==> src/rtl/fir_feeder_pkg.sv <==
// Shared types and width helpers for the FIR sample feeder.
package fir_feeder_pkg;

    typedef enum logic [1:0] {
        IDLE,
        ISSUE,
        WAIT
    } feeder_state_t;

    function automatic int ptr_width(input int depth);
        return (depth > 1) ? $clog2(depth) : 1;
    endfunction

    function automatic int level_width(input int depth);
        return $clog2(depth) + 1;
    endfunction

endpackage

==> src/rtl/sync_fifo.sv <==
// Synchronous FIFO with wrap-around pointers and an occupancy counter.
// The head entry is visible combinationally (no output register).
module sync_fifo
    import fir_feeder_pkg::*;
#(
    parameter int InputWidth = 16,
    parameter int FifoDepth  = 16
) (
    input  logic                      clk,
    input  logic                      rst,
    input  logic                      push,
    input  logic                      pop,
    input  logic [InputWidth-1:0]     data,
    output logic [InputWidth-1:0]     head,
    output logic [$clog2(FifoDepth):0] level,
    output logic                      full,
    output logic                      empty
);

    localparam int PtrW = ptr_width(FifoDepth);
    localparam int LvlW = level_width(FifoDepth);

    logic [InputWidth-1:0] mem [FifoDepth];
    logic [PtrW-1:0]       wr_ptr;
    logic [PtrW-1:0]       rd_ptr;
    logic                  do_push;
    logic                  do_pop;

    assign full    = (level == LvlW'(FifoDepth));
    assign empty   = (level == '0);
    assign do_push = push && !full;
    assign do_pop  = pop && !empty;
    assign head    = mem[rd_ptr];

    always_ff @(posedge clk) begin
        if (do_push) begin
            mem[wr_ptr] <= data;
        end
    end

    // Depth is a power of two, so pointers wrap by natural overflow.
    always_ff @(posedge clk or posedge rst) begin
        if (rst) begin
            wr_ptr <= '0;
            rd_ptr <= '0;
            level  <= '0;
        end else begin
            if (do_push) begin
                wr_ptr <= wr_ptr + PtrW'(1);
            end
            if (do_pop) begin
                rd_ptr <= rd_ptr + PtrW'(1);
            end
            case ({do_push, do_pop})
                2'b10:   level <= level + LvlW'(1);
                2'b01:   level <= level - LvlW'(1);
                default: level <= level;
            endcase
        end
    end

endmodule

==> src/rtl/fir_sample_feeder.sv <==
// Paces buffered samples into the FIR: one inputValid pulse per sample,
// holding the next one back until the FIR signals completion.
module fir_sample_feeder
    import fir_feeder_pkg::*;
#(
    parameter int InputWidth = 16,
    parameter int FifoDepth  = 16
) (
    input  logic                       clk,
    input  logic                       rst,
    input  logic                       sampleValid,
    input  logic [InputWidth-1:0]      sampleData,
    output logic                       sampleReady,
    output logic                       firInputValid,
    output logic [InputWidth-1:0]      firInput,
    input  logic                       firOutputValid,
    output logic                       busy,
    output logic [$clog2(FifoDepth):0] level,
    output logic                       protoErr
);

    feeder_state_t         state;
    feeder_state_t         state_next;
    logic                  push;
    logic                  pop;
    logic                  full;
    logic                  empty;
    logic [InputWidth-1:0] head;

    assign sampleReady   = !rst && !full;
    assign push          = sampleValid && sampleReady;
    assign firInputValid = (state == ISSUE);
    assign busy          = (state != IDLE);

    sync_fifo #(
        .InputWidth(InputWidth),
        .FifoDepth (FifoDepth)
    ) u_fifo (
        .clk  (clk),
        .rst  (rst),
        .push (push),
        .pop  (pop),
        .data (sampleData),
        .head (head),
        .level(level),
        .full (full),
        .empty(empty)
    );

    always_comb begin
        state_next = state;
        pop        = 1'b0;
        unique case (state)
            IDLE: begin
                if (!empty) begin
                    pop        = 1'b1;
                    state_next = ISSUE;
                end
            end
            ISSUE: state_next = WAIT;
            WAIT: begin
                if (firOutputValid) begin
                    if (!empty) begin
                        pop        = 1'b1;
                        state_next = ISSUE;
                    end else begin
                        state_next = IDLE;
                    end
                end
            end
            default: state_next = IDLE;
        endcase
    end

    always_ff @(posedge clk or posedge rst) begin
        if (rst) begin
            state    <= IDLE;
            firInput <= '0;
            protoErr <= 1'b0;
        end else begin
            state <= state_next;
            if (pop) begin
                firInput <= head;
            end
            // A completion the FIR should not be able to produce yet.
            if (firOutputValid && (state != WAIT)) begin
                protoErr <= 1'b1;
            end
        end
    end

endmodule
==> config.mk <==
export PLATFORM = sky130hd
export DESIGN_NAME = fir_sample_feeder
export DESIGN_NICKNAME = d
export VERILOG_FILES = /design/src/rtl/fir_feeder_pkg.sv /design/src/rtl/sync_fifo.sv /design/src/rtl/fir_sample_feeder.sv
export SDC_FILE = /design/constraint.sdc
export NUM_CORES = 1
export LEC_CHECK = 0
export ABC_AREA = 1
export CORE_MARGIN = 2
export CORE_UTILIZATION = 61
export DETAILED_ROUTE_END_ITERATION = 10
export PLACE_DENSITY = 0.8
export SLEW_MARGIN = 20
export SYNTH_ARGS = -nofsm -noshare
export SYNTH_HDL_FRONTEND = slang
export SYNTH_SLANG_ARGS = --single-unit
==> constraint.sdc <==
create_clock -name clk -period 2.9 [get_ports clk]
set_clock_uncertainty 0.05 [all_clocks]
set_input_delay 0.435 -clock clk [delete_from_list [all_inputs] [get_ports clk]]
set_output_delay 0.435 -clock clk [all_outputs]
set_load 0.005 [all_outputs]
# After elaboration in Yosys (flattened, before gate mapping)
# Memory sizes are Yosys's and may differ from the RTL's. A register that Yosys moved wholly into a read port is not among the register bits.
# Cells that the tools add are included.
# totals
output_inout_bits	25
ff_bits	16
elab_cells	41
ram_bits	256
n_memories	1
input_bits	20
# mem_list
memory	depth	width	rd	rd_clocked_by_memory_dff	wr	line	text
u_fifo.mem	16	16	1	1	1	sync_fifo.sv:23	logic [InputWidth-1:0] mem [FifoDepth];
# op_classes
n_eq_ne	8
mux	10
n_reduce_logical	13
addsub	4
# op_table
operator	n
$pmux 5 s2	1
$add 4x1->4 const B	2
$ne 2x2->1 const B	3
$pmux 2 s3	1
$add 5x1->5 const B	1
$eq 5x5->1 const B	1
$logic_and 1x1->1	5
$logic_not 5->1	1
$mux 1	5
$sub 5x1->5 const B	1
$eq 2x1->1 const B	2
$eq 2x2->1 const B	2
$mux 2	2
$reduce_bool 2->1	2
$logic_not 1->1	3
$logic_not 2->1	1
$pmux 1 s2	1
$reduce_and 2->1	1

# Depth between registers and ports, before layout
# Gate-level depths: netlist of the first run.
# depth
depth_word	7
ltp_mapped	14
mapped_depth_nobuf	13

# By module
# From an unflattened synthesis of the first run, not the netlist that was laid out.
# hier_totals
hier_cells	1209
area_unflattened_um2	12395.6
# by_module_without_submodules
mod	seq_area_each_um2	cells_each	n_inst	area_each_um2
sync_fifo	8012.7	1123	1	11604.9
fir_sample_feeder	475.5	86	1	790.8

# Worst setup path before layout of the first run
# OpenSTA, ideal clock, no wires.
# synth_timing
path_kind	input port to flip-flop
start	input port rst
end	memory u_fifo.mem[11][0] (enable)
arrival_ns	2.483
required_ns	2.462
path_slack_ns	-0.021
path_stages	5
setup_ns	0.388
path_buffers	0
path_cell_list	inv_1 -> nand3_1 -> inv_1 -> nand3_1 -> nor2_1
# synth_via
elab_chain_len	6
# synth_rtl
element	line	text
start, declared	fir_sample_feeder.sv:10	input logic rst,
$logic_not 1->1 (no line)	-	
$logic_and 1x1->1	fir_sample_feeder.sv:30	assign sampleReady = !rst && !full;
$logic_and 1x1->1	fir_sample_feeder.sv:31	assign push = sampleValid && sampleReady;
$logic_and 1x1->1	sync_fifo.sv:31	assign do_push = push && !full;
$mux 1	sync_fifo.sv:36	if (do_push) begin
$mux 1 (not written as such)	sync_fifo.sv:37	mem[wr_ptr] <= data;
end, declared	sync_fifo.sv:23	
# Every way passes these cells.

# Final worst setup path of the first run
# layout_timing
start	input port rst
end	output port sampleReady
# layout_via
elab_chain_len	2
# layout_rtl
element	line	text
$logic_not 1->1 (no line)	-	
$logic_and 1x1->1	fir_sample_feeder.sv:30	
end, declared	fir_sample_feeder.sv:13	output logic sampleReady,
# Every way passes these cells.

==> results.sh, run 1 <==
export IMPL_post_cts_setup_buffer_count=0
export IMPL_wire_per_inst_um=18.1
export IMPL_via_per_inst=5.48
export IMPL_layout_nets=1299
export IMPL_crit_cells=6
export IMPL_p_int_mw=8.44
export IMPL_cp_endpoint="sampleReady"
export IMPL_relSlewSlack=0.415
export IMPL_dieArea_sq_um=21600
export IMPL_status="completed"
export IMPL_gr_usage_met3=0.0410
export IMPL_synth_top_area_cell="edfxtp_1"
export IMPL_fin_crit_sh=0.832
export IMPL_dieWidth_um=147
export IMPL_cap_violations=0
export IMPL_drc=0
export IMPL_finish_utilization=0.704
export IMPL_synth_top_cell_area_share=0.618
export IMPL_total_power_mw=13.3
export IMPL_netlist_instances=1215
export IMPL_drv_slew=0
export IMPL_grt_use_met1=0.372
export IMPL_place_gp_congestion=0.865
export IMPL_yosys_top_cells_count="409 x nand2_1, 256 x edfxtp_1, 209 x inv_1"
export IMPL_synth_area_leaders="edfxtp_1 62%, nand2_1 12%, nand3_1 7.9%"
export IMPL_power_leakage_nw=6.17
export IMPL_antenna_found_initial=1
export IMPL_detailedPlace_worstSlack_ns=0.278
export IMPL_drt_initial_drc_count=1172
export IMPL_power_switching_mw=4.84
export IMPL_reg2reg_from="u_fifo.level[0]"
export IMPL_core_area_sq_um=20100
export IMPL_ys_flop_type="edfxtp_1"
export IMPL_clock_fmax_mhz=415
export IMPL_crit_family="buffers and inverters"
export IMPL_num_rows=52
export IMPL_grtUsageMet2=0.436
export IMPL_cts_sinks=288
export IMPL_vias=8547
export IMPL_combPwrFrac=0.356
export IMPL_yosysUniqueCellTypes=24
export IMPL_crit_start="rst"
export IMPL_cts_tree="done"
export IMPL_p_seq_frac=0.388
export IMPL_layout_drive_gt1_share=0.0713
export IMPL_worstPathMaxFanout=33
export IMPL_worstPathRequired_ns=2.41
export IMPL_grt_pass1_vias=8114
export IMPL_fin_ws_ns=0.488
export IMPL_grt_usage=0.267
export IMPL_p_sw_frac=0.364
export IMPL_final_antenna_net_count=0
export IMPL_tns_ns=0
export IMPL_drt_pass1_iterations=5
export IMPL_ys_warnings_count=0
export IMPL_syn2layout_area_growth_pct=13.9
export IMPL_portBuffers=44
export IMPL_cts_buffer_depth=3
export IMPL_tightest_slew_ns=0.874
export IMPL_worst_setup_path_end_kind="output port"
export IMPL_yosysMostFrequentCell="nand2_1"
export IMPL_fin_crit_ns=2.41
export IMPL_antenna_cells=0
export IMPL_min_delay_path_class="primary input to async pin"
export IMPL_cts_htree_levels=1
export IMPL_hold_slack_ns=0.271
export IMPL_ioPinCount=45
export IMPL_fill_cells=1389
export IMPL_clk_pin_slew_ns=0.06
export IMPL_die_h_um=147
export IMPL_path_buf_inv=5
export IMPL_synth_area_sq_um=12400
export IMPL_wirelength_um=28200
export IMPL_clk_latency_ns=0.54
export IMPL_crit_type="primary input to output port"
export IMPL_pwr_share_clk=0.256
export IMPL_numCtsBuffers=29
export IMPL_ys_seq_area_frac=0.682
export IMPL_grt_max_degree=131
export IMPL_reg2reg_depth=12
export IMPL_root_buffer="clkbuf_16"
export IMPL_slowest_stage="clkdlybuf4s50_1"
export IMPL_synth_seq_cells=288
export IMPL_cts_resized=0
export IMPL_worst_setup_path_start_kind="primary input"
export IMPL_syn_nets=1245
export IMPL_powerDensity_nw_per_um2=938
export IMPL_holdBufCountCts=0
export IMPL_post_synth_cell_area_avg_sq_um=10.2
export IMPL_initial_core_util=0.619
export IMPL_grt_pass1_wl_um=44100
export IMPL_vdd_drop_max_uv=749
export IMPL_rsz0062_at_grt="false"
export IMPL_path_cells="clkdlybuf4s50_1 -> inv_1 -> buf_4 -> nand2_1 -> inv_1 -> clkdlybuf4s50_1"
export IMPL_top_usage_layer="met2"
export IMPL_rrSetupSlack_ns=0.55
export IMPL_reg2reg_to="u_fifo.level[4]"
export IMPL_synth_edf_count=256
export IMPL_cp_slowest_stage_delay_ns=0.48
export IMPL_grt_overflow=0
export IMPL_cp_data_arrival_time_ns=1.93
export IMPL_async_flop_share=0.111
export IMPL_setup_violations=0
export IMPL_final_hold_violation_count=0
export IMPL_dpl_hpwl_um=16700
==> flip-flops by register name (all words and copies together) (netlist names) <==
name,cells
u_fifo.mem,256
firInput,16
u_fifo.level,5
u_fifo.rd_ptr,4
u_fifo.wr_ptr,4
state,2
protoErr,1
==> power groups by stage <==
stage / combinational, mW / clock [mW] / sequential (mW)
after detailed placement: 4.64 / 0 / 5.24
final: 4.72 / 3.40 / 5.16
after floorplan: 3.10 / 0 / 5.19
after CTS: 4.70 / 3.44 / 5.16
after global placement: 4.55 / 0 / 5.22
after global routing: 5.25 / 3.61 / 5.19
==> how the worst min path moves through the flow <==
stage	from	slack (ns)	cells after the start	end
after floorplan	protoErr	0.40	1	protoErr
after global placement	protoErr	0.39	1	protoErr
after detailed placement	protoErr	0.41	1	protoErr
after CTS	rst	0.28	3	firInput[7]
after global routing	rst	0.33	3	u_fifo.level[1]
final	rst	0.27	3	u_fifo.level[4]
==> routing by layer <==
layer | part of all wire | up-vias
li1 | - | 4005
met5 | 0.00046 | -
met1 | 0.39 | 4037
met2 | 0.49 | 433
met4 | 0.030 | 2
met3 | 0.094 | 70
==> through the flow <==
stage / cells / area (sq um)
2_1_floorplan: 1215 / 12400
3_3_place_gp: 1508 / 13300
3_5_place_dp: 1508 / 13300
4_1_cts: 1561 / 14200
5_1_grt: 1561 / 14200
6_report: 1561 / 14200
==> cells by family after synthesis <==
| family | synth area share |
|---|---|
| fa+ha+maj | 0.0107 |
| buf+inv | 0.0850 |
| flops | 0.682 |
| xor+xnor | 0.00493 |
| simple gates | 0.210 |
| compound gates | 0.00664 |
==> cell usage in the layout, fill, tap and decap left out, types with 8 or more instances in the layout <==
cell,Yosys,layout
buf_4,3,30
clkbuf_1,11,9
clkbuf_16,0,29
clkdlybuf4s50_1,0,44
clkinv_1,1,8
dfrtp_1,32,30
edfxtp_1,256,256
ha_1,9,9
inv_1,209,208
nand2_1,409,409
nand3_1,197,197
nor2_2,0,16
o21ai_0,8,8
==> layout make-up <==
cell class	count	area, sq um	area share
sequential	288	8490	0.600
multi-input combinational	661	2930	0.207
inverter	211	793	0.0560
clock buffer	38	759	0.0536
timing repair buffer	78	746	0.0527
tap	270	338	0.0239
clock inverter	15	98.8	0.00698
==> tightest hold or removal path, cell delays in order <==
cell	delay [ns]
clkdlybuf4s50_1	0.40
inv_1	0.07
buf_4	0.39
Power figures use the tool's default switching activity.
==> run 2: changes to the inputs <==
Clock period 2.9 ns to 2.35 ns, I/O delays scaled along.
==> run 2 against run 1 <==
The run now ends with design-rule violations left. Largest power group unchanged. Critical path depth decreased by 1. Largest cell class unchanged. Clock-buffer cell count is 4 lower. Clock power rose by 28%.
==> results.sh, run 2 (synthesis gave the netlist of run 1 again) <==
export IMPL_initial_core_util=0.619
export IMPL_rsz0062_at_grt="false"
export IMPL_setup_violations=0
export IMPL_reg_top3="u_fifo.mem: 256 flops, firInput: 16 flops, u_fifo.level: 5 flops"
export IMPL_vdd_drop_max_uv=838
export IMPL_num_rows=52
export IMPL_layout_drive_gt1_share=0.0930
export IMPL_violations="design-rule violations"
export IMPL_largest_reg_flops=256
export IMPL_cap_violations=0
export IMPL_clock_fmax_mhz=451
export IMPL_place_gp_congestion=0.857
export IMPL_finish_utilization=0.722
export IMPL_cts_resized=0
export IMPL_total_power_mw=16.8
export IMPL_drc=1
export IMPL_wirelength_um=28200
export IMPL_antenna_found_initial=0
export IMPL_relSlewSlack=0.487
export IMPL_final_cell_mix="409 x nand2_1, 256 x edfxtp_1, 207 x inv_1"
export IMPL_dpl_hpwl_um=17900
export IMPL_crit_type="flop to output port"
export IMPL_via_per_inst=5.46
export IMPL_dieWidth_um=147
export IMPL_cts_sinks=288
export IMPL_tns_ns=0
export IMPL_placed_area_sq_um=13600
export IMPL_crit_family="buffers and inverters"
export IMPL_cp_slowest_stage_delay_ns=0.43
export IMPL_cts_htree_levels=1
export IMPL_reg2reg_depth=12
export IMPL_grt_usage=0.269
export IMPL_detailedPlace_worstSlack_ns=-0.102
export IMPL_post_cts_setup_buffer_count=0
export IMPL_tightest_slew_ns=0.767
export IMPL_die_h_um=147
export IMPL_path_cells="inv_1 -> nand4_1 -> nand2_1 -> inv_1 -> clkdlybuf4s50_1"
export IMPL_status="complete, but fails checks"
export IMPL_core_area_sq_um=20100
export IMPL_antenna_cells=0
export IMPL_fin_crit_ns=2.22
export IMPL_holdBufCountCts=0
export IMPL_drt_pass1_iterations=8
export IMPL_portBuffers=44
export IMPL_clk_latency_ns=0.54
export IMPL_root_buffer="clkbuf_16"
export IMPL_min_delay_path_class="primary input to async pin"
export IMPL_clk_pin_slew_ns=0.06
export IMPL_grt_overflow=0
export IMPL_cp_data_arrival_time_ns=1.82
export IMPL_cts_buffer_depth=3
export IMPL_final_area_sq_um=14500
export IMPL_power_leakage_nw=6.34
export IMPL_crit_top_cell="inv_1"
export IMPL_drv_slew=0
export IMPL_final_common_cell="nand2_1"
export IMPL_numCtsBuffers=28
export IMPL_drt_initial_drc_count=885
export IMPL_worstPathMaxFanout=3
export IMPL_slowest_stage="clkdlybuf4s50_1"
export IMPL_crit_cells=5
export IMPL_worstPathRequired_ns=1.95
export IMPL_cts_tree="done"
export IMPL_largest_register="u_fifo.mem"
export IMPL_worst_setup_path_end_kind="output port"
export IMPL_grt_pass1_vias=8532
export IMPL_ioPinCount=45
export IMPL_fin_crit_sh=0.944
export IMPL_powerDensity_nw_per_um2=1160
export IMPL_final_antenna_net_count=0
export IMPL_vias=8640
export IMPL_path_buf_inv=3
export IMPL_worst_setup_path_start_kind="flop"
export IMPL_syn2layout_area_growth_pct=16.7
export IMPL_dp_cells=1533
export IMPL_grt_max_degree=131
export IMPL_final_hold_violation_count=0
export IMPL_wire_per_inst_um=17.8
export IMPL_dieArea_sq_um=21600
export IMPL_hold_slack_ns=0.350
export IMPL_grt_pass1_wl_um=44800
export IMPL_layout_nets=1323
export IMPL_fin_cells=1582
export IMPL_fin_ws_ns=0.131
## run 2: worst min-delay path, cell delays in order
cell and delay (ns):
clkdlybuf4s50_1 0.44, clkinvlp_4 0.10, buf_4 0.10, buf_4 0.37
## run 2: where the power goes
group	internal (mW)	total [mW]	switching, mW
clock network	2.56	4.34	1.78
logic	2.15	6.10	3.95
registers	6.10	6.34	0.243
## run 2: final timing paths
kind / startpoint / end / slack [ns]
max in group asynchronous: rst / u_fifo.rd_ptr[0] / 1.56
setup reg to reg: state[0] / u_fifo.level[4] / 0.18
setup / recovery: u_fifo.level[2] / sampleReady / 0.13
hold reg to reg: protoErr / protoErr / 0.41
hold / removal: rst / u_fifo.level[0] / 0.35
min in group clk: firOutputValid / state[1] / 0.39
## run 2: metal layers
| layer | up-vias | wire, um | track usage |
|---|---|---|---|
| li1 | 4059 | - | - |
| met3 | 77 | 2410 | 0.0457 |
| met1 | 4080 | 10900 | 0.363 |
| met2 | 424 | 14000 | 0.450 |
| met5 | - | 0 | 0 |
| met4 | 0 | 902 | 0.0947 |
## run 2: area by class of cell
| cell class | count | area (sq um) |
|---|---|---|
| clock buffer | 34 | 744 |
| multi-input combinational | 661 | 2940 |
| fill | 1366 | 5590 |
| clock inverter | 15 | 146 |
| timing repair buffer | 103 | 1060 |
| tap | 270 | 338 |
| sequential | 288 | 8490 |
| inverter | 211 | 797 |
